<file path="src/rtl/bft_pkg.sv">
// bft_pkg: shared BFT constants, sender state encoding and packet field offsets
package bft_pkg;
  localparam int BFT_PACKET_BITS = 49;
  localparam int BFT_PAYLOAD_BITS = 32;
  localparam int BFT_NUM_LEAF_BITS = 3;
  localparam int BFT_NUM_PORT_BITS = 4;
  localparam int BFT_NUM_ADDR_BITS = 7;
  localparam int BFT_NUM_BRAM_ADDR_BITS = 7;
  localparam int BFT_FREESPACE_UPDATE_SIZE = 64;
  typedef enum logic {IDLE = 1'b0, STREAM = 1'b1} sender_state_t;
  function automatic int leaf_lsb(int packet_bits, int leaf_bits);
    return packet_bits - 1 - leaf_bits;
  endfunction
  function automatic int port_lsb(int packet_bits, int leaf_bits, int port_bits);
    return leaf_lsb(packet_bits, leaf_bits) - port_bits;
  endfunction
  function automatic int addr_lsb(int packet_bits, int leaf_bits, int port_bits, int addr_bits);
    return port_lsb(packet_bits, leaf_bits, port_bits) - addr_bits;
  endfunction
endpackage

</file>
<file path="src/rtl/leaf_credit_counter.sv">
// leaf_credit_counter: receiver-buffer credits with load, decrement and saturating refill
module leaf_credit_counter #(
  parameter int CREDIT_BITS = 8,
  parameter int MAX_CREDITS = 128,
  parameter int UPDATE_SIZE = 64
) (
  input  logic                   clk,
  input  logic                   reset,
  input  logic                   load,
  input  logic                   dec,
  input  logic                   inc,
  output logic [CREDIT_BITS-1:0] credits
);
  logic [31:0] sum;
  logic [31:0] nxt;
  // a send and a refill in the same cycle combine before saturation
  always_comb begin
    sum = 32'(credits) - 32'(dec) + (inc ? 32'(UPDATE_SIZE) : 32'd0);
    nxt = (sum > 32'(MAX_CREDITS)) ? 32'(MAX_CREDITS) : sum;
  end
  // a new session reloads a full buffer's worth of credits
  always_ff @(posedge clk) begin
    if (reset) credits <= '0;
    else if (load) credits <= CREDIT_BITS'(MAX_CREDITS);
    else credits <= CREDIT_BITS'(nxt);
  end
endmodule

</file>
<file path="src/rtl/leaf_packet_sender.sv">
// leaf_packet_sender: packs config and user data words into BFT packets with credit flow control and replay
module leaf_packet_sender
  import bft_pkg::*;
#(
  parameter int PACKET_BITS = BFT_PACKET_BITS,
  parameter int PAYLOAD_BITS = BFT_PAYLOAD_BITS,
  parameter int NUM_LEAF_BITS = BFT_NUM_LEAF_BITS,
  parameter int NUM_PORT_BITS = BFT_NUM_PORT_BITS,
  parameter int NUM_ADDR_BITS = BFT_NUM_ADDR_BITS,
  parameter int NUM_BRAM_ADDR_BITS = BFT_NUM_BRAM_ADDR_BITS,
  parameter int FREESPACE_UPDATE_SIZE = BFT_FREESPACE_UPDATE_SIZE
) (
  input  logic                          clk,
  input  logic                          reset,
  input  logic                          ap_start,
  input  logic [NUM_LEAF_BITS-1:0]      dest_leaf,
  input  logic [NUM_PORT_BITS-1:0]      dest_port,
  input  logic                          cfg_vld,
  input  logic [NUM_LEAF_BITS-1:0]      cfg_leaf,
  input  logic                          cfg_port,
  input  logic [PAYLOAD_BITS-1:0]       cfg_payload,
  output logic                          cfg_ack,
  input  logic                          vld_user2sender,
  input  logic [PAYLOAD_BITS-1:0]       din_user2sender,
  output logic                          ack_sender2user,
  output logic [PACKET_BITS-1:0]        dout_sender2bft,
  input  logic                          resend,
  input  logic [PACKET_BITS-1:0]        din_bft2sender,
  output logic [NUM_BRAM_ADDR_BITS:0]   credits
);
  localparam int LEAF_LSB = leaf_lsb(PACKET_BITS, NUM_LEAF_BITS);
  localparam int PORT_LSB = port_lsb(PACKET_BITS, NUM_LEAF_BITS, NUM_PORT_BITS);
  localparam int ADDR_LSB = addr_lsb(PACKET_BITS, NUM_LEAF_BITS, NUM_PORT_BITS, NUM_ADDR_BITS);
  localparam int ID_BITS = NUM_LEAF_BITS + NUM_PORT_BITS;
  sender_state_t state, state_nxt;
  logic ap_start_q;
  logic start_edge;
  logic upd;
  logic unused_din;
  logic [NUM_LEAF_BITS-1:0] leaf_q;
  logic [NUM_PORT_BITS-1:0] port_q;
  logic [NUM_ADDR_BITS-1:0] addr_q;
  logic [PACKET_BITS-1:0] replay_q;
  logic [PACKET_BITS-1:0] pkt;
  assign start_edge = ap_start & ~ap_start_q;
  assign upd = (state == STREAM) & din_bft2sender[PACKET_BITS-1] & (din_bft2sender[ID_BITS-1:0] == {leaf_q, port_q});
  assign unused_din = ^din_bft2sender[PACKET_BITS-2:ID_BITS];
  // session state register
  always_ff @(posedge clk) begin
    if (reset) state <= IDLE;
    else state <= state_nxt;
  end
  // a start edge opens (or reopens) a streaming session; only reset closes it
  always_comb state_nxt = start_edge ? STREAM : state;
  // handshakes: a replay cycle accepts nothing, config outranks data, data needs credits
  always_comb begin
    cfg_ack = ~reset & cfg_vld & ~resend;
    ack_sender2user = ~reset & (state == STREAM) & vld_user2sender & ~resend & ~cfg_vld & ~start_edge & (credits != '0);
  end
  // assemble the packet for whichever word is accepted this cycle
  always_comb begin
    pkt = '0;
    pkt[PACKET_BITS-1] = 1'b1;
    pkt[LEAF_LSB +: NUM_LEAF_BITS] = cfg_ack ? cfg_leaf : leaf_q;
    pkt[PORT_LSB +: NUM_PORT_BITS] = cfg_ack ? NUM_PORT_BITS'(cfg_port) : port_q;
    pkt[ADDR_LSB +: NUM_ADDR_BITS] = cfg_ack ? '0 : addr_q;
    pkt[PAYLOAD_BITS-1:0] = cfg_ack ? cfg_payload : din_user2sender;
  end
  // output and replay registers plus session destination and address
  always_ff @(posedge clk) begin
    if (reset) begin
      ap_start_q <= 1'b0;
      leaf_q <= '0;
      port_q <= '0;
      addr_q <= '0;
      dout_sender2bft <= '0;
      replay_q <= '0;
    end else begin
      ap_start_q <= ap_start;
      replay_q <= resend ? replay_q : dout_sender2bft;
      dout_sender2bft <= resend ? replay_q : (cfg_ack | ack_sender2user) ? pkt : '0;
      if (start_edge) begin
        leaf_q <= dest_leaf;
        port_q <= dest_port;
        addr_q <= '0;
      end else if (ack_sender2user) addr_q <= addr_q + 1'b1;
    end
  end
  leaf_credit_counter #(
    .CREDIT_BITS(NUM_BRAM_ADDR_BITS + 1),
    .MAX_CREDITS(2 ** NUM_BRAM_ADDR_BITS),
    .UPDATE_SIZE(FREESPACE_UPDATE_SIZE)
  ) u_credits (
    .clk(clk),
    .reset(reset),
    .load(start_edge),
    .dec(ack_sender2user),
    .inc(upd),
    .credits(credits)
  );
endmodule

</file>
<file path="config.mk">
export PLATFORM = sky130hd
export DESIGN_NAME = leaf_packet_sender
export DESIGN_NICKNAME = d
export VERILOG_FILES = /design/src/rtl/bft_pkg.sv /design/src/rtl/leaf_credit_counter.sv /design/src/rtl/leaf_packet_sender.sv
export SDC_FILE = /design/constraint.sdc
export NUM_CORES = 1
export LEC_CHECK = 0
export ABC_AREA = 1
export BUFFER_PORTS_ARGS = -buffer_cell sky130_fd_sc_hd__clkbuf_2
export CORE_MARGIN = 5
export CORE_UTILIZATION = 35
export DETAILED_ROUTE_END_ITERATION = 8
export MAX_ROUTING_LAYER = met4
export PLACE_DENSITY_LB_ADDON = 0.05
export SYNTH_ARGS = -nofsm -noshare
export SYNTH_HDL_FRONTEND = slang
export SYNTH_SLANG_ARGS = --single-unit
</file>
<file path="constraint.sdc">
create_clock -name clk -period 4 [get_ports clk]
set_input_delay 0.2 -clock clk [delete_from_list [all_inputs] [get_ports clk]]
set_output_delay 0.2 -clock clk [all_outputs]
set_load 0.1 [all_outputs]
</file>
---- Yosys cells after proc, flatten, opt, wreduce, memory -nomap -nowiden ----
Index checks and enable logic that the tools add are counted.
word-level totals
  input bits .............................. 130
  flip-flop bits (word level) ............. 122
  logic and storage cells ................. 43
operators by class
  add/subtract/negate cells ............... 3
  eq/ne operators ......................... 1
  bitwise gates (word level) .............. 17
  order comparisons ....................... 1
  reduce and logical (&&, ||, !) cells .... 3
  multiplexer cells ....................... 9
operators by type and width
  cell                                                                               number
  49-bit two-way mux                                                                 2
  32-bit by 8-bit greater-than comparator with 1-bit output (second input constant)  1
  32-bit two-way mux                                                                 1
  8-bit two-way mux                                                                  2
  7-bit two-way mux                                                                  2
  1-bit bitwise AND                                                                  11
  9-bit by 8-bit adder with 10-bit output                                            1
  8-bit by 1-bit subtractor with 9-bit output                                        1
  8-bit nonzero test                                                                 1
  7-bit by 1-bit adder with 7-bit output (second input constant)                     1
  7-bit == test                                                                      1
  1-bit NOT                                                                          5
  4-bit two-way mux                                                                  1
  3-bit two-way mux                                                                  1
  3-bit OR reduction                                                                 1
  2-bit OR reduction                                                                 1
  1-bit OR                                                                           1

---- Depth between registers and ports, before layout ----
  word-level depth ........................ 12
  gate-level depth with buffers ........... 22
  mapped depth without buffers ............ 20

---- Hierarchy ----
From an unflattened synthesis, not the netlist that was laid out.
second synthesis, totals
  cell total of the unflattened synthesis .. 685
  area, all modules ....................... 5042.3 sq um
modules (own cells, without submodules)
  module               seq. area each (sq um)  times used  cells an instance  area each (sq um)
  leaf_packet_sender   2282.2                  1           614                4514.3
  leaf_credit_counter  160.2                   1           71                 528.0

---- Least setup slack after synthesis ----
OpenSTA, ideal clock, no wires.
  kind .................................... register to register
  start point ............................. reg u_credits.credits[3]
  end point ............................... reg u_credits.credits[0]
  library setup time ...................... 0.068 ns
  data arrival time ....................... 3.607 ns
  cell stages (with the launch flop) ...... 19
  slack ................................... 0.325 ns
  period minus slack after synthesis ...... 3.675 ns
  path through ............................ dfxtp_1 nor2_1 nand4_1 nand2_1 inv_2 buf_6 ha_1 ha_1 nand2_1 nor3_1 xor2_1 ha_1 ha_1 nand2_1 nor3_1 nand3_1 nand2_1 nand3_1 nor2_1
on the way
  longest elaborated chain between the ends .. 6
ends and longest elaborated chain
  what                                                       line                       text
  start: declaration                                         leaf_credit_counter.sv:12  output logic [CREDIT_BITS-1:0] credits
  start signal: assignment                                   leaf_credit_counter.sv:24  else if (load) credits <= CREDIT_BITS'(MAX_CREDITS);
  start signal: assignment                                   leaf_credit_counter.sv:25  else credits <= CREDIT_BITS'(nxt);
  8-bit nonzero test (*)                                     leaf_packet_sender.sv:58   ack_sender2user = ~reset & (state == STREAM) & vld_user2sender & ~resend & ~cfg_vld & ~start_edge & (credits ! ...
  1-bit bitwise AND (*)                                      leaf_packet_sender.sv:58
  via ack_sender2user                                        leaf_packet_sender.sv:25   output logic ack_sender2user,
  8-bit by 1-bit subtractor with 9-bit output (*)            leaf_credit_counter.sv:18  sum = 32'(credits) - 32'(dec) + (inc ? 32'(UPDATE_SIZE) : 32'd0);
  9-bit by 8-bit adder with 10-bit output (*)                leaf_credit_counter.sv:18
  32-bit by 8-bit greater-than comparator with 1-bit output  leaf_credit_counter.sv:19  nxt = (sum > 32'(MAX_CREDITS)) ? 32'(MAX_CREDITS) : sum;
  3-bit OR reduction (no line)                               --
Mark *: on every way through the listed nets, which the timed path passes. The rest lies on a longest branch.
A chain may end at the register's enable or synchronous reset.

---- Worst setup path after layout ----
  start point ............................. reg ap_start_q
  end point ............................... reg u_credits.credits[0]
on the way
  longest elaborated chain between the ends .. 9
ends and longest elaborated chain
  what                                                       line                       text
  start: declaration                                         leaf_packet_sender.sv:36   logic ap_start_q;
  start signal: assignment                                   leaf_packet_sender.sv:79   ap_start_q <= ap_start;
  1-bit NOT (*)                                              leaf_packet_sender.sv:45   assign start_edge = ap_start & ~ap_start_q;
  1-bit bitwise AND (*)                                      leaf_packet_sender.sv:45
  1-bit NOT                                                  leaf_packet_sender.sv:58
  1-bit bitwise AND (2 in a row)                             leaf_packet_sender.sv:58
  8-bit by 1-bit subtractor with 9-bit output                leaf_credit_counter.sv:18
  9-bit by 8-bit adder with 10-bit output                    leaf_credit_counter.sv:18
  32-bit by 8-bit greater-than comparator with 1-bit output  leaf_credit_counter.sv:19
  3-bit OR reduction (no line)                               --
Mark *: on every way between the ends. The rest lies on a longest branch, timed or not.

==> metrics.txt <==
# TYPE chip_impl_metric gauge
chip_impl_info{name="crit_path_start_kind",value="flop"} 1
chip_impl_info{name="commonest_non_fill_non_tap_cell_in_the_layout",value="sky130_fd_sc_hd__nand2_1"} 1
chip_impl_info{name="outcome",value="completed"} 1
chip_impl_info{name="hold_path_class",value="in -> reg"} 1
chip_impl_metric{name="routed_vias",unit=""} 4379
chip_impl_metric{name="synth.cell_area",unit="sq mm"} 0.004888
chip_impl_metric{name="first_pass_iters",unit=""} 4
chip_impl_info{name="worstSetupEndpointType",value="flop"} 1
chip_impl_metric{name="final_hold_viol_count",unit=""} 0
chip_impl_metric{name="number_of_nets_at_the_end_of_the_flow",unit=""} 925
chip_impl_metric{name="final_layout_size_suffix_gt1_share",unit="%"} 23.57
chip_impl_metric{name="track_usage",unit="%"} 15.50
chip_impl_info{name="globalRoute.busiestLayer",value="met2"} 1
chip_impl_metric{name="synth.yosys.warnings",unit=""} 0
chip_impl_info{name="setup_repair_after_global_routing_missed_its_margin",value="false"} 1
chip_impl_metric{name="core-area",unit="sq mm"} 0.01377
chip_impl_metric{name="yosys_register_bits",unit=""} 122
chip_impl_metric{name="combPwrFrac",unit="%"} 9.4
chip_impl_metric{name="cts_made_buffers",unit=""} 17
chip_impl_metric{name="final.fill_count",unit=""} 1456
chip_impl_metric{name="postSynthNetCount",unit=""} 783
chip_impl_metric{name="numPortBuffers",unit=""} 147
chip_impl_info{name="worst_setup_path_type",value="reg -> reg"} 1
chip_impl_metric{name="hold_buffers",unit=""} 0
chip_impl_metric{name="post_synth_num_cell_types",unit=""} 30
chip_impl_metric{name="worst-endpoint-required",unit="ns"} 4.34
chip_impl_metric{name="power.clock.fraction",unit="%"} 50.4
chip_impl_metric{name="met2_usage",unit="%"} 24.67
chip_impl_metric{name="finalCriticalPeriod",unit="ns"} 3.153
chip_impl_metric{name="wirelength",unit="microns"} 12190
chip_impl_metric{name="htreeDepth",unit=""} 4
chip_impl_metric{name="finalWeightedCongestion",unit=""} 0.8116
chip_impl_metric{name="power.density",unit="mW/mm^2"} 496.9
chip_impl_metric{name="cap_viol_max_count",unit=""} 0
chip_impl_metric{name="drt-initial-drc-count",unit=""} 204
chip_impl_metric{name="fin_crit_sh",unit="%"} 78.82
chip_impl_metric{name="final_design_area_no_fill",unit="sq mm"} 0.006306
chip_impl_info{name="layout_common_cells",value="182 x sky130_fd_sc_hd__nand2_1, 147 x sky130_fd_sc_hd__clkbuf_2, 122 x sky130_fd_sc_hd__dfxtp_1, 114 x sky130_fd_sc_hd__inv_1, 52 x sky130_fd_sc_hd__o22ai_1"} 1
chip_impl_metric{name="setup_viol_count_final",unit=""} 0
chip_impl_metric{name="report.final.slew_viol_count",unit=""} 0
chip_impl_metric{name="power.share.switching",unit="%"} 23.68
chip_impl_metric{name="p_leak",unit="nW"} 2.806
chip_impl_info{name="clk_root_buffer_cell",value="sky130_fd_sc_hd__clkbuf_16"} 1
chip_impl_metric{name="grt_pass1_wl",unit="microns"} 19800
chip_impl_metric{name="setup_tns",unit="ns"} 0
chip_impl_metric{name="route.antenna.remaining_nets",unit=""} 0
chip_impl_metric{name="finalPower",unit="mW"} 3.133
chip_impl_metric{name="post_cts_resize_count",unit=""} 0
chip_impl_metric{name="worst_clock_skew",unit="ns"} 0.007540
chip_impl_metric{name="drt_drc_violations_left",unit=""} 0
chip_impl_metric{name="cts.sinks",unit=""} 122
chip_impl_metric{name="antenna_found_initial",unit=""} 0
chip_impl_metric{name="syn2layout_area_growth",unit="%"} 29.00
chip_impl_info{name="clock_tree_from_tritoncts",value="yes"} 1
chip_impl_metric{name="syn_avg_cell_area",unit="sq um"} 7.544
chip_impl_metric{name="clock_latency",unit="ns"} 0.41
chip_impl_metric{name="synth_cells",unit=""} 648
chip_impl_metric{name="first_global_vias",unit=""} 4243
chip_impl_metric{name="worst-slew-pin-transition",unit="ns"} 1.100
chip_impl_metric{name="die_y",unit="microns"} 128.2
chip_impl_metric{name="max_freq",unit="GHz"} 0.3172
chip_impl_metric{name="synth.yosys.seq_area_share",unit="%"} 49.96
chip_impl_metric{name="grt_util_met3",unit="%"} 3.958
chip_impl_metric{name="critPathArrivalTime",unit="ns"} 3.49
chip_impl_metric{name="placement_rows",unit=""} 43
chip_impl_metric{name="power.internal",unit="mW"} 2.391
chip_impl_metric{name="cts_post_setup_buffers_inserted",unit=""} 0
chip_impl_metric{name="grt_start_max_net_pins",unit=""} 62
chip_impl_metric{name="power.switching",unit="uW"} 742.0
chip_impl_metric{name="starting_density_of_the_core",unit="%"} 35.49
chip_impl_metric{name="vias_per_cell",unit=""} 4.459
chip_impl_metric{name="clock_tree_buf_depth",unit=""} 2
chip_impl_metric{name="routedWlPerCell",unit="microns"} 12.41
chip_impl_metric{name="fp.dieArea",unit="sq mm"} 0.01643
chip_impl_metric{name="final_core_util",unit="%"} 45.78
chip_impl_metric{name="placement.cell_area",unit="sq mm"} 0.005695
chip_impl_metric{name="clkSlewWorstSetupHoldPaths",unit="ns"} 0.05
chip_impl_metric{name="ir_worst_vdd",unit="mV"} 0.2568
chip_impl_metric{name="pwr-share-seq",unit="%"} 40.2
chip_impl_metric{name="relSlewSlack",unit="%"} 26.39
chip_impl_metric{name="chipWidth",unit="microns"} 128.2
chip_impl_metric{name="overflow",unit=""} 0
chip_impl_metric{name="dp_hpwl",unit="microns"} 8415
chip_impl_metric{name="crit_path_max_fanout",unit=""} 13
chip_impl_metric{name="num_antenna_cells",unit=""} 0
chip_impl_metric{name="grtUsageMet1",unit="%"} 18.87
chip_impl_metric{name="pin_count",unit=""} 189
-- power by group through the flow --
stage | Combinational [mW] | Sequential (mW) | Clock (mW)
global placement | 0.294 | 1.28 | 0
CTS | 0.298 | 1.26 | 1.62
detailed placement | 0.297 | 1.28 | 0
floorplan | 0.114 | 1.38 | 0
finish | 0.294 | 1.26 | 1.58
global route | 0.323 | 1.26 | 1.68
-- routing by layer --
layer | part of all wire [%] | up-vias
met5 | 0 | -
met4 | 1.3 | 0
met3 | 5.5 | 13
met2 | 46 | 111
met1 | 47 | 1959
li1 | - | 2296
-- worst paths after layout --
path	start	endpoint	slack (ns)	cells past startpoint
worst max-delay path	ap_start_q	u_credits.credits[0]	0.85	19
worst min-delay path	ap_start	ap_start_q	0.02	3
worst max register to register	ap_start_q	u_credits.credits[0]	0.85	19
worst min register to register	replay_q[33]	dout_sender2bft[33]	0.43	2
-- cells by family (layout without fill, tap and decap cells) --
family                     Yosys count  count (layout)  synth area share [%]
and+or+nand+nor                    241             241                 19.45
adders and majority gates            5               5                 1.280
xor gates and xnor gates            14              14                 2.508
AOI/OAI and AO/OA                  119             119                 13.69
buffers and inverters              147             301                 13.10
DFF                                122             122                 49.96
-- state kept, by name (all words and copies together) (netlist names) --
signal / count
ap_start_q: 1
state: 1
dout_sender2bft: 49
replay_q: 49
addr_q: 7
leaf_q: 3
u_credits.credits: 8
port_q: 4
-- cell usage after synthesis (all sizes together) --
| cell type | number | area, sq um |
|---|---|---|
| nand2 | 184 | 693.2 |
| dfxtp | 122 | 2442 |
| inv | 116 | 435.4 |
| o21ai | 52 | 264.0 |
| o22ai | 52 | 325.3 |
| nor2 | 39 | 153.9 |
| buf | 18 | 156.4 |
| a21oi | 13 | 65.06 |
| clkbuf | 12 | 45.04 |
| xor2 | 11 | 96.34 |
| nand3 | 7 | 35.03 |
| ha | 5 | 62.56 |
| nand4 | 4 | 25.02 |
| nor3 | 4 | 25.02 |
| xnor2 | 3 | 26.28 |
| or2 | 2 | 12.52 |
| and2 | 1 | 6.260 |
| clkinv | 1 | 3.750 |
| o211ai | 1 | 7.510 |
| o21bai | 1 | 7.510 |
-- cell type report --
cell class | instances | area, sq um | area share (%)
Timing Repair Buffer | 153 | 780.7 | 12.38
Clock buffer | 23 | 467.9 | 7.421
Sequential cell | 122 | 2442 | 38.73
Multi-Input combinational cell | 379 | 1808 | 28.67
Inverter | 117 | 439.2 | 6.964
Tap cell | 180 | 225.2 | 3.571
Clock inverter | 8 | 142.6 | 2.262
-- worst max-delay path, cell delays in order, from the launching register on --
cell and delay (ns):
sky130_fd_sc_hd__dfxtp_1 0.30, sky130_fd_sc_hd__nor2_1 0.04, sky130_fd_sc_hd__buf_4 0.16, sky130_fd_sc_hd__nor3_2 0.16, sky130_fd_sc_hd__nand2_1 0.06, sky130_fd_sc_hd__buf_4 0.19
sky130_fd_sc_hd__inv_2 0.06, sky130_fd_sc_hd__ha_1 0.22, sky130_fd_sc_hd__ha_1 0.22, sky130_fd_sc_hd__nand2_1 0.14, sky130_fd_sc_hd__nor3_1 0.20, sky130_fd_sc_hd__xor2_1 0.17
sky130_fd_sc_hd__ha_1 0.18, sky130_fd_sc_hd__ha_1 0.16, sky130_fd_sc_hd__nand2_1 0.05, sky130_fd_sc_hd__nor3_1 0.19, sky130_fd_sc_hd__nand3_1 0.09, sky130_fd_sc_hd__nand2_1 0.09
sky130_fd_sc_hd__nand3_1 0.22, sky130_fd_sc_hd__nor2_1 0.16
-- through the flow --
| stage | hold slack [ns] | cells | setup WS, ns |
|---|---|---|---|
| floorplan | 0.3249 | 648 | 0.3253 |
| global placement | 0.4235 | 951 | 0.7720 |
| detailed placement | 0.4283 | 951 | 0.6834 |
| CTS | 0.001758 | 982 | 0.8186 |
| global route | 0.03734 | 982 | 0.4971 |
| finish | 0.01761 | 982 | 0.8473 |
Note: power is estimated with default switching activity, not from simulation.
